### src/rtl/mips_defs.sv
// mips_defs
// Shared definitions for the MIPS core slice: default reset PC, the fetch
// FSM state encoding, the opcode constants used by the decoder, and a
// helper that turns a 16-bit branch immediate into a byte offset.
package mips_defs;

  localparam logic [31:0] RESET_PC_DEFAULT = 32'h0000_3000;

  typedef enum logic [1:0] {
    S_REQ  = 2'd0,
    S_WAIT = 2'd1,
    S_HOLD = 2'd2
  } fetchState_t;

  localparam logic [5:0] OP_BEQ = 6'b000100;
  localparam logic [5:0] OP_J   = 6'b000010;

  // Sign-extend the branch immediate and scale words to bytes.
  function automatic logic [31:0] branchOffset(input logic [15:0] imm);
    return {{14{imm[15]}}, imm, 2'b00};
  endfunction

endpackage

### src/rtl/npc_calc.sv
// npc_calc
// Purely combinational next-PC selection for the fetch unit.
// Ports:
//   pc      in  32  PC of the instruction being consumed
//   npcSel  in  1   beq decoded
//   isJump  in  1   j decoded (wins over npcSel)
//   aluZero in  1   beq compare result
//   imm16   in  16  branch offset in words
//   imm26   in  26  jump index in words
//   npc     out 32  selected next PC
module npc_calc
  import mips_defs::*;
(
  input  logic [31:0] pc,
  input  logic        npcSel,
  input  logic        isJump,
  input  logic        aluZero,
  input  logic [15:0] imm16,
  input  logic [25:0] imm26,
  output logic [31:0] npc
);

  logic [31:0] p4;
  logic [31:0] branchTarget;
  logic [31:0] jumpTarget;

  // All adds wrap at 2^32; the jump keeps the top nibble of pc+4.
  always_comb begin
    p4           = pc + 32'd4;
    branchTarget = p4 + branchOffset(imm16);
    jumpTarget   = {p4[31:28], imm26, 2'b00};
    npc          = p4;
    if (isJump) begin
      npc = jumpTarget;
    end else if (npcSel && aluZero) begin
      npc = branchTarget;
    end
  end

endmodule

### src/rtl/ins_fetch_unit.sv
// ins_fetch_unit
// Instruction-fetch front end: owns the PC, issues one word read at a time
// to instruction memory (req/gnt then rvalid), holds the returned word for
// the decoder (valid/ready) and advances the PC when it is consumed.
// Ports:
//   clk, rst_regFile                  clock, async active-high reset
//   imem_req/imem_addr                read request and word address
//   imem_gnt/imem_rvalid/imem_rdata   memory accept, data valid, data
//   instruction/pc_out/ins_valid      held word, its PC, valid flag
//   ins_ready                         decoder consumes this cycle
//   npc_sel/isJump/alu_zero/imm16/imm26  branch/jump controls
//   ins_count                         number of instructions consumed
module ins_fetch_unit
  import mips_defs::*;
#(
  parameter logic [31:0] RESET_PC = RESET_PC_DEFAULT,
  parameter int          CNT_W    = 32
) (
  input  logic             clk,
  input  logic             rst_regFile,
  output logic             imem_req,
  output logic [31:0]      imem_addr,
  input  logic             imem_gnt,
  input  logic             imem_rvalid,
  input  logic [31:0]      imem_rdata,
  output logic [31:0]      instruction,
  output logic             ins_valid,
  input  logic             ins_ready,
  output logic [31:0]      pc_out,
  input  logic             npc_sel,
  input  logic             isJump,
  input  logic             alu_zero,
  input  logic [15:0]      imm16,
  input  logic [25:0]      imm26,
  output logic [CNT_W-1:0] ins_count
);

  fetchState_t state;
  fetchState_t nextState;
  logic [31:0] pc;
  logic [31:0] npc;
  logic        consume;
  logic        latchData;

  npc_calc uNpcCalc (
    .pc      (pc),
    .npcSel  (npc_sel),
    .isJump  (isJump),
    .aluZero (alu_zero),
    .imm16   (imm16),
    .imm26   (imm26),
    .npc     (npc)
  );

  // Next-state and handshake outputs. The request is masked by reset so the
  // memory sees no request while the core is held in reset.
  always_comb begin
    nextState = state;
    imem_req  = 1'b0;
    imem_addr = pc;
    consume   = 1'b0;
    latchData = 1'b0;
    case (state)
      S_REQ: begin
        imem_req = ~rst_regFile;
        if (imem_gnt) begin
          nextState = S_WAIT;
        end
      end
      S_WAIT: begin
        if (imem_rvalid) begin
          latchData = 1'b1;
          nextState = S_HOLD;
        end
      end
      S_HOLD: begin
        if (ins_ready) begin
          consume   = 1'b1;
          nextState = S_REQ;
        end
      end
      default: nextState = S_REQ;
    endcase
  end

  // State register; ins_valid is registered so it is high exactly in S_HOLD.
  always_ff @(posedge clk or posedge rst_regFile) begin
    if (rst_regFile) begin
      state     <= S_REQ;
      ins_valid <= 1'b0;
    end else begin
      state     <= nextState;
      ins_valid <= (nextState == S_HOLD);
    end
  end

  // Datapath: capture the returned word with its PC, and only advance the PC
  // and counter in the cycle the decoder takes the instruction.
  always_ff @(posedge clk or posedge rst_regFile) begin
    if (rst_regFile) begin
      pc          <= RESET_PC;
      pc_out      <= RESET_PC;
      instruction <= 32'h0;
      ins_count   <= '0;
    end else begin
      if (latchData) begin
        instruction <= imem_rdata;
        pc_out      <= pc;
      end
      if (consume) begin
        pc        <= npc;
        ins_count <= ins_count + CNT_W'(1);
      end
    end
  end

endmodule

### config.mk
export PLATFORM = sky130hd
export DESIGN_NAME = ins_fetch_unit
export DESIGN_NICKNAME = d
export VERILOG_FILES = /design/src/rtl/mips_defs.sv /design/src/rtl/npc_calc.sv /design/src/rtl/ins_fetch_unit.sv
export SDC_FILE = /design/constraint.sdc
export NUM_CORES = 1
export LEC_CHECK = 0
export CORE_MARGIN = 10
export CORE_UTILIZATION = 30
export CTS_CLUSTER_DIAMETER = 80
export DETAILED_ROUTE_END_ITERATION = 10
export GPL_TIMING_DRIVEN = 0
export HOLD_SLACK_MARGIN = 0.03
export SYNTH_ARGS = -nofsm -noshare
export SYNTH_HDL_FRONTEND = slang
export SYNTH_HIERARCHICAL = 1
export SYNTH_SLANG_ARGS = --single-unit
### constraint.sdc
create_clock -name clk -period 4.6 [get_ports clk]
set_input_delay 0.92 -clock clk [delete_from_list [all_inputs] [get_ports clk]]
set_output_delay 0.92 -clock clk [all_outputs]
set_load 0.03 [all_outputs]
**After elaboration in Yosys (flattened, before gate mapping)**

Cells that the tools add are included.
W data, S select, Z words.

- Input bits: 82
- Logic and storage cells: 26
- Output and inout port bits: 130
- Register bits after elaboration: 131

- Bitwise gates (word level): 1
- Add/subtract/negate cells: 3
- Reductions and logical operators: 2
- Equality and inequality tests: 3
- Mux-type cells: 11

Operators by type and width:

| kind | number |
|---|---|
| $mux W32 | 2 |
| $add A32 B1 Y32 const B | 1 |
| $add A32 B3 Y32 const B | 1 |
| $add A32 B32 Y32 | 1 |
| $mux W2 | 3 |
| $pmux W2 S3 | 1 |
| $mux W1 | 5 |
| $eq A2 B2 Y1 const B | 2 |
| $eq A2 B1 Y1 const B | 1 |
| $logic_not A2 Y1 | 1 |
| $logic_and A1 B1 Y1 | 1 |
| $not A1 Y1 | 1 |

**Logic depth before layout (Yosys ltp)**

- Depth in word-level cells: 4
- Gate-level depth with buffers: 16

**Modules after synthesis**

The synthesis kept the hierarchy.

Modules (own cells, without submodules):

| module | sequential area each (sq um) | area an instance (sq um) | times used | cells each |
|---|---|---|---|---|
| ins_fetch_unit | 3283.1 | 5162.5 | 1 | 409 |
| npc_calc | 0.0 | 2959.1 | 1 | 442 |

**Worst setup path after synthesis**

No wires, ideal clock.

- Path type: register to register
- Start point: register pc[12] (netlist: imem_addr[12])
- End point: register pc[30] (netlist: imem_addr[30])
- Path buffers: 1
- Arrival: 3550 ps
- Setup slack: 984 ps
- Cell stages (with the launch flop): 17
- Clock period less this slack: 3616 ps
- Cells stage by stage: dfstp_2 -> nand4_1 -> nor4_4 -> and2_0 -> buf_4 -> nand3_1 -> xnor2_1 -> ha_1 -> a21o_1 -> a21o_1 -> a311o_1 -> a21oi_1 -> nor4b_1 -> a21oi_1 -> o21ai_0 -> nand2_1 -> nand2_1

- Cells in the longest elaborated chain, start to end: 4

Ends and longest elaborated chain:

| element | line | source |
|---|---|---|
| start, declared | ins_fetch_unit.sv:40 | `logic [31:0] pc;` |
| start signal, assigned | ins_fetch_unit.sv:111 | `pc <= npc;` |
| $add A32 B3 Y32 * | npc_calc.sv:29 | `p4 = pc + 32'd4;` |
| $add A32 B32 Y32 | npc_calc.sv:30 | `branchTarget = p4 + branchOffset(imm16);` |
| $mux W32 | npc_calc.sv:35 | `end else if (npcSel && aluZero) begin` |
| $mux W32 * | npc_calc.sv:33 | `if (isJump) begin` |
| named net npc[30] | ins_fetch_unit.sv:41 | `logic [31:0] npc;` |

Mark *: on every way through the listed nets, which the timed path passes. The rest lies on a longest branch.
A chain may end at the register's enable or synchronous reset.

**Worst setup path in the final report**

- Start point: register pc[5] (netlist: imem_addr[5])
- End point: register pc[24] (netlist: imem_addr[24])

- Cells in the longest elaborated chain, start to end: 4

Ends and longest elaborated chain:

| element | line |
|---|---|
| $add A32 B3 Y32 * | npc_calc.sv:29 |
| $add A32 B32 Y32 | npc_calc.sv:30 |
| $mux W32 * | npc_calc.sv:35 |
| $mux W32 * | npc_calc.sv:33 |
| named net npc[24] | ins_fetch_unit.sv:41 |

Marks and branches as above.

==> results.cfg <==
[clock_network]
path_clk_slew_ps = 60
clock_sinks = 131
cts_buffers = 17
cts.path.max_buffers = 2
cts-root-buf = clkbuf_16
cts_tree = built
post_cts_buffers = 0
clkLatencyLatePin_ps = 410
htree_num_levels = 4

[sta]
fin_worst_skew_ps = 10.3
setup_viol_count_final = 0
period_share_pct = 92.2
tightest_slew_ps = 866
hold_violations = 0
worst_slack_ps = 359
relSlewSlack_pct = 42.1
slew_viol_final = 0
fmax_ghz = 0.236
rsz0062_at_grt = no
fin_crit_ps = 4240

[drt]
dr_total_vias = 7160
dr.pass1.iters = 5
wl_per_cell_microns = 19.0
routed_wl_microns = 27300
drtAntennaViolNets = 0
drt_iter0_drc = 421
drc = 0
routed_via_density = 4.99

[run]
cap_violations = 0

[worst_hold_path]
hold_class = reg -> reg

[synth]
yosysSeqAreaShare_pct = 40.4
synth_top_family_by_area = simple AND/OR/NAND/NOR gates
synthTopCellsByArea = dfrtp_1, mux2_2, nand2_1, xnor2_1, ha_1
muxShareOfSynthArea_pct = 9.77
synth-simple-area-share_pct = 19.6
syn_nets = 972
synth_most_common_cell = nand2_1
synth_edf_count = 0
netlist_top_cells_count = nand2_1, dfrtp_1, mux2_2
netlist.area_leader.share_pct = 39.1
synth_compound_area_share_pct = 12.7
syn_area_sq_mm = 0.00812
synth_warnings = 6
ys_ff_latch = 131
syn_inst = 851
synth_cell_types = 63
synth_top_area_cell = dfrtp_1
synthXorXnorAreaFrac_pct = 8.49
async_flop_share_pct = 100
ys.flop_type = dfrtp_1
avgSynthCellArea_sq_um = 9.54
synth_adder_area_share_pct = 6.10

[final_layout]
final_util_pct = 41.9
num_antenna_cells = 0
layout-drive-gt1-share_pct = 12.1
finalNetCount = 1203
syn_to_final_growth_pct = 38.4

[placed_design]
dp_hpwl_microns = 21600
gp_congestion = 0.889
dp_slack_ps = 278
numPortBuffers = 211

[worst_setup_path]
worst-setup-path-type = reg -> reg
regToRegEndpoint = imem_addr[24]
start_kind = flop
critPathLaunch = imem_addr[5]
r2r_slack_ps = 360
endpoint = imem_addr[24]
r2r-start = imem_addr[5]
crit_arrival_ps = 4580
worstPathMaxFanout = 8
end_kind = flop
crit_required_ps = 4940
reg2regPathDepth = 15

[global_route]
overflow = 0
gr-usage-met2_pct = 26.3
use_met1_pct = 19.0
grt_max_degree = 73
grt_pass1_vias = 7465
grtUsageMet3_pct = 5.85
grt_usage_pct = 15.9
busiest_layer = met2
antenna_found_initial = 0
grt_pass1_wl_microns = 42700

[pwr]
power.total_uw = 7190
power_density_mw_per_mm2 = 640
leakagePower_uw = 0.00482
peakVddDrop_uv = 434

[floorplan]
rows = 60
io_pins = 212
die_area_sq_mm = 0.0341
die_h_microns = 185
die_width_microns = 185
core_area_sq_mm = 0.0268
initial_core_util_pct = 30.3

[outcome]
outcome = completed
-- through the flow --
stage                     hold slack (ps)  cells  area, sq um  setup TNS, ps
final                                 472   1436        11200              0
after detailed placement              463   1404        10700              0
after floorplan                       528    851         8120              0
after global placement                462   1403        10700        -252500
after global routing                  498   1436        11200              0
after CTS                             475   1436        11200              0
-- where the power goes --
group / leakage (uW) / internal (uW) / switching, uW
Combinational: 0.00291 / 1670 / 2300
Clock: 0.000253 / 710 / 528
Sequential: 0.00166 / 1560 / 417
-- kinds of logic after synthesis --
logic type                 count (synthesis)
and+or+nand+nor                          323
AOI/OAI and AO/OA                        157
DFF                                      131
xor gates and xnor gates                  77
muxes                                     71
buffers and inverters                     53
adders and majority gates                 39
-- state kept, by name, summed over array words and instances (netlist names) --
name	cells
imem_addr	32
ins_count	32
instruction	32
pc_out	32
state	2
ins_valid	1
-- metal layers --
| metal | vias up | part of all wire [%] |
|---|---|---|
| li1 | 3504 | - |
| met1 | 3410 | 42 |
| met2 | 229 | 47 |
| met3 | 17 | 8.7 |
| met4 | 0 | 1.4 |
| met5 | - | 0 |
-- worst min path at each step --
stage                              from            end  slack [ps]  cells past startpoint
after detailed placement  ins_count[31]  ins_count[31]         460                      1
final                     ins_count[31]  ins_count[31]         470                      1
after floorplan                state[1]       state[0]         530                      1
after CTS                 ins_count[31]  ins_count[31]         470                      1
after global routing      ins_count[31]  ins_count[31]         500                      1
after global placement    ins_count[31]  ins_count[31]         460                      1
-- worst max-delay path, cell delays in order (launching register included) --
cell and delay [ps]:
dfrtp_1 550, nand4_2 210, or2_2 380, nor2_1 170
xor2_1 310, ha_1 290, clkbuf_1 210, a21oi_1 310
nor2_1 90, nor3_1 440, a21oi_1 190, o21ai_0 250
mux2_2 370, o21ai_0 260, nand2_1 90, nand2_1 70
-- final cells by class --
cell class,instances,area [sq um]
fill,2614,15600
timing repair buffer,212,2140
sequential,131,3280
inverter,15,61.3
clock buffer,19,443
clock inverter,13,104
tap,341,427
multi-input combinational,667,4600
buffer,38,183
-- cells in the final DEF (no fill, tap or decap), types with 27 or more instances in the layout --
| cell | count |
|---|---|
| a21oi_1 | 45 |
| mux2_2 | 66 |
| nor2_1 | 35 |
| clkdlybuf4s50_1 | 211 |
| nand2_1 | 160 |
| o21ai_0 | 27 |
| nand4_1 | 28 |
| xnor2_1 | 59 |
| nand3_1 | 33 |
| ha_1 | 38 |
| dfrtp_1 | 127 |
-- timing repair --
| item | 4_1_cts | 5_1_grt |
|---|---|---|
| endpoints found under the setup margin | 0 | 1 |
| hold buffers | 0 | 0 |
| resized for setup | 0 | 0 |
Note: power is estimated with default switching activity, not from simulation.
==> edit 1, RTL diff (same flow settings) <==
Change the parameter `CNT_W` from 32 to 64.
--- a/src/rtl/ins_fetch_unit.sv
+++ b/src/rtl/ins_fetch_unit.sv
@@ -14,7 +14,7 @@
   import mips_defs::*;
 #(
   parameter logic [31:0] RESET_PC = RESET_PC_DEFAULT,
-  parameter int          CNT_W    = 32
+  parameter int          CNT_W    = 64
 ) (
   input  logic             clk,
   input  logic             rst_regFile,
Interface: changed (resized ins_count); port bits go from 212 to 244. No check against the original RTL was run, so the function may have changed too.
==> edit 1 against the unedited design <==
  * Area after synthesis is 19% higher
  * Critical path type unchanged
  * Clock skew is 0.00076 ns higher
  * Sequential cell count is 32 higher
  * Worst setup slack worse by 0.087 ns
  * Power is 8.2% higher
  * Routed wire length is 20% higher
  * Design area is 18% higher
  * Worst hold slack better by 0.021 ns
==> edit 1: results (changes against the unedited design) <==
The area share of fa/ha/maj cells after synthesis is 5.13% (was 6.10%). The synthesized netlist net count is 1108 (was 972). The sequential logic power was 0.00229 W (was 0.00198 W).

The relative slew slack came out at 30.1% (was 42.1%). Status: complete, no violations (unchanged). The met3 usage is 5.57% (was 5.85%).

The number of inserted filler cells in the final layout came to 3068 (was 2614). The number of global-route vias before repair is 8579 (was 7465). The endpoint arrival time on the critical path is 4.70 ns (was 4.58 ns). Area contributors post-synth: dfrtp_1 (41%), mux2_2 (7.9%), nand2_1 (6.8%) (was dfrtp_1 (39%), mux2_2 (9.2%), nand2_1 (7.4%)).

The number of optimization iterations in the first detailed-route pass is 4 (was 5). The wire length of the first global-routing pass came to 50600 um (was 42700 um). The sequential element share of the synthesized area came out at 42.3% (was 40.4%).

The met1 routing resource usage after global routing is 19.7% (was 19.0%). The number of placed instances, taps included is 1636 (was 1404). The average detailed-routed wire length per instance was 19.7 um (was 19.0 um). The routed length on met3 is 2450 um (was 2370 um). The maximum vdd ir drop came out at 0.272 mV (was 0.434 mV). The number of input and output port buffers inserted is 243 (was 211). The standby leakage power came to 5.73 nW (was 4.82 nW). The number of non-clock inverters in the layout came out at 17 (was 15). The number of non-clock buffers is 284 (was 250). The setup slack of the worst register-to-register path is 0.27 ns (was 0.36 ns). The internal power summed over all cells came out at 0.00438 W (was 0.00395 W). The average cell area after synthesis is 9.78 um2 (was 9.54 um2). The number of multi-input combinational cells is 770 (was 667).

The number of distinct standard cells referenced by the synthesized netlist is 73 (was 63). The number of nets in the layout is 1374 (was 1203). The total length of routed met2 wires is 16000 um (was 12900 um). The core footprint was 31600 um2 (was 26800 um2). The endpoint of the worst hold path is ins_count[63]$_DFFE_PP0P_ (was ins_count[31]$_DFFE_PP0P_). The multi-input logic portion of the cell area came out at 40.3% (was 40.9%). The number of clock-tree buffers in the layout came out at 24 (was 19).

The met1 wire length came out at 13900 um (was 11600 um). The met2 usage in global routing came out at 27.5% (was 26.3%). The half-perimeter wire length after detailed placement is 26000 um (was 21600 um). The destination of the critical timing path is imem_addr[30]$_DFFE_PP0P_ (was imem_addr[24]$_DFFE_PP0P_).

The total wirelength of the detailed-routed design is 32900 um (was 27300 um). The global-route usage over all layers came to 16.4% (was 15.9%). The routability-driven placement congestion ratio is 0.908 (was 0.889). Synth top cells by count: nand2_1 (174), dfrtp_1 (159), mux2_2 (68) (was nand2_1 (160), dfrtp_1 (127), mux2_2 (66)). The detailed-route via count is 8387 (was 7160).

The cell area reported after detailed placement is 12700 um2 (was 10700 um2). The sequential cell area share came out at 30.8% (was 29.2%). The start point of the worst min-delay path is ins_count[63]$_DFFE_PP0P_ (was ins_count[31]$_DFFE_PP0P_).

The initial DRC count is 471 (was 421). The clock latency of the later-clocked register in the worst-skew pair is 0.43 ns (was 0.41 ns). The area fraction in compound gates after synthesis came out at 9.63% (was 12.7%).

The share of final-layout standard cells stronger than drive strength 1 came out at 12.6% (was 12.1%). The number of warnings issued by yosys came out at 6 (unchanged). The number of synthesized register bits was 163 (was 131).
[edit 1: cell types whose count changed after synthesis, sizes merged, moves of 8 or more]
cell / change
dfrtp: +32
xor2: +27
nand2: +15
nor4: +14
nor2: +11
nor3: +9
nand4: +8
[edit 1: per-stage QoR]
step	hold slack (ns)	power [W]	util (%)	setup WS, ns
floorplan	0.528	0.00478	-	0.894
global placement	0.460	0.00632	39.8	-0.0235
finish	0.493	0.00778	42.0	0.272
global route	0.505	0.00823	42.0	0.00276
detailed placement	0.461	0.00636	40.1	0.0422
CTS	0.480	0.00784	42.0	0.183
[edit 1: critical path, cell delays in order (launching register included)]
cell,delay (ns)
dfrtp_1,0.52
nand4_2,0.24
or3_1,0.48
nor3_2,0.26
nand4_1,0.19
xnor2_2,0.26
ha_1,0.31
a21o_1,0.20
a221oi_1,0.46
o21ai_0,0.21
a221oi_2,0.28
o41ai_2,0.16
and3_1,0.23
o41ai_2,0.31
nand2_1,0.09
nand2_1,0.07
==> edit 2, RTL diff (config.mk and constraints unchanged) <==
Without the edit above. Encoding of `fetchState_t`: now one-hot (3 bits for 3 states).
--- a/src/rtl/mips_defs.sv
+++ b/src/rtl/mips_defs.sv
@@ -6,10 +6,10 @@
 
   localparam logic [31:0] RESET_PC_DEFAULT = 32'h0000_3000;
 
-  typedef enum logic [1:0] {
-    S_REQ  = 2'd0,
-    S_WAIT = 2'd1,
-    S_HOLD = 2'd2
+  typedef enum logic [2:0] {
+    S_REQ  = 3'b001,
+    S_WAIT = 3'b010,
+    S_HOLD = 3'b100
   } fetchState_t;
 
   localparam logic [5:0] OP_BEQ = 6'b000100;
Function: no difference found for any inputs over 10 cycles, from zero or initial values and one cycle with rst_regFile high; not proved beyond that.
==> edit 2 against the unedited design <==
  * Die area decreased by 3.2%
  * Utilization increased by 0.49 points
  * Global-route usage decreased by 1.2 points
  * Sequential share of layout area increased by 0.98 points
  * Maximum frequency increased by 3.0%
  * Routed wire length decreased by 9.7%
  * Area after synthesis decreased by 3.6%
  * Worst setup slack improved by 0.12 ns
  * Design area decreased by 2.5%
  * Critical path depth decreased by 4
  * Sequential cell count increased by 1
  * Count of clock-buffer cells in the layout decreased by 1
  * Power decreased by 21%
  * Largest cell class unchanged
==> edit 2: results (changes against the unedited design) <==
The number of clock-tree buffers in the layout is 18 (was 19). The net switching power came to 0.00227 W (was 0.00324 W). The worst hold slack after final layout was 0.495 ns (was 0.472 ns).

The sequential cell area share is 30.2% (was 29.2%). The total wirelength of the detailed-routed design came out at 24600 um (was 27300 um). The sequential element share of the synthesized area was 42.3% (was 40.4%). The endpoint of the worst hold path is ins_count[23]$_DFFE_PP0P_ (was ins_count[31]$_DFFE_PP0P_). The wire length of the first global-routing pass is 38800 um (was 42700 um). The relative slew slack came out at 32.1% (was 42.1%). Status: complete, no violations (unchanged).

The routed length on met3 is 2260 um (was 2370 um). The routability-driven placement congestion ratio came out at 0.869 (was 0.889). The standby leakage power is 4.68 nW (was 4.82 nW). The met3 usage came out at 6.30% (was 5.85%).

The number of inserted filler cells in the final layout is 2546 (was 2614). The worst-path maximum fanout was 23 (was 8). The share of final-layout standard cells stronger than drive strength 1 came out at 18.3% (was 12.1%).

The number of distinct standard cells referenced by the synthesized netlist is 64 (was 63). The number of multi-input combinational cells is 559 (was 667). The area of combinational cells with multiple inputs came out at 4320 um2 (was 4600 um2). The synthesized netlist net count came out at 858 (was 972). The initial DRC count came to 409 (was 421). The final worst slack came out at 0.482 ns (was 0.359 ns). The path depth of the worst reg2reg path came out at 16 (was 15). The ratio of routed vias to standard cells came out at 4.95 (was 4.99). The start point of the worst min-delay path is ins_count[23]$_DFFE_PP0P_ (was ins_count[31]$_DFFE_PP0P_). The pre-CTS worst setup slack was 0.0682 ns (was 0.278 ns). The met2 usage in global routing is 23.4% (was 26.3%).

The maximum number of pins on one net before global-route repair came to 69 (was 73). The maximum vdd ir drop was 0.391 mV (was 0.434 mV). The fraction of cell area in non-clock buffers was 20.6% (was 20.7%). The met1 routing resource usage after global routing is 18.2% (was 19.0%). The number of synthesized register bits came out at 132 (was 131).

The number of non-clock buffers is 238 (was 250). The number of nets in the layout came out at 1089 (was 1203). The start of the worst register-to-register path is imem_addr[4]$_DFFE_PP0P_ (was imem_addr[5]$_DFFE_PP0P_). The destination of the critical timing path is imem_addr[25]$_DFFE_PP0P_ (was imem_addr[24]$_DFFE_PP0P_).

The endpoint arrival time on the critical path is 4.42 ns (was 4.58 ns). Area contributors post-synth: dfrtp_1 (41%), mux2_2 (15%), xnor2_1 (7.2%) (was dfrtp_1 (39%), mux2_2 (9.2%), nand2_1 (7.4%)). The top cell type's share of synthesized area came out at 40.6% (was 39.1%). The setup slack of the worst register-to-register path came out at 0.55 ns (was 0.36 ns). The number of global-route vias before repair is 6840 (was 7465). The global-route usage over all layers is 14.8% (was 15.9%). The launch point of the worst path is imm16[15] (was imem_addr[5]$_DFFE_PP0P_). The setup clock skew after layout is 0.0116 ns (was 0.0103 ns).

Synth top cells by count: dfrtp_1 (127), mux2_2 (101), xnor2_1 (64) (was nand2_1 (160), dfrtp_1 (127), mux2_2 (66)).
-- edit 2: cell types whose count changed in the layout (fill, tap and decap cells not counted), sizes merged, moves of 6 or more --
cell | before | now
nor2 | 35 | 42
nand2 | 160 | 55
a21o | 15 | 9
o21a | 14 | 6
mux2 | 66 | 101
clkbuf | 43 | 30
and3 | 11 | 5
nand3 | 33 | 25
nor3 | 15 | 8
-- edit 2: worst max-delay path, stage by stage --
cell             delay, ns
clkdlybuf4s50_1       1.10
ha_1                  0.36
buf_2                 0.17
a21oi_1               0.25
o21ai_0               0.22
or2_2                 0.34
o32ai_4               0.32
o21ai_1               0.16
xnor2_1               0.21
a21oi_1               0.11
mux2_2                0.27
-- edit 2: cell families (layout without fill, tap and decap cells) --
group | count (synthesis) | count (layout) | synth area share [%]
fa+ha+maj | 39 | 39 | 6.33
flops | 132 | 132 | 42.3
compound gates | 131 | 131 | 11.4
mux | 105 | 105 | 15.0
xor+xnor | 83 | 83 | 9.28
simple gates | 201 | 201 | 13.1
buf+inv | 46 | 290 | 2.52
-- edit 2: metrics by stage --
step	cells	total power, W	area [um2]	utilization, %
after CTS	1316	0.00576	11000	42.4
after global routing	1316	0.00603	11000	42.4
final	1316	0.00568	11000	42.4
after floorplan	737	0.00336	7830	-
after global placement	1283	0.00439	10400	40.1
after detailed placement	1284	0.00442	10400	40.2
-- edit 2: power groups by stage --
stage	sequential, W	combinational, W	clock [W]
after floorplan	0.00229	0.00107	0
after global placement	0.00175	0.00264	0
after detailed placement	0.00177	0.00265	0
after CTS	0.00176	0.00266	0.00134
after global routing	0.00181	0.00284	0.00139
final	0.00175	0.00264	0.00130
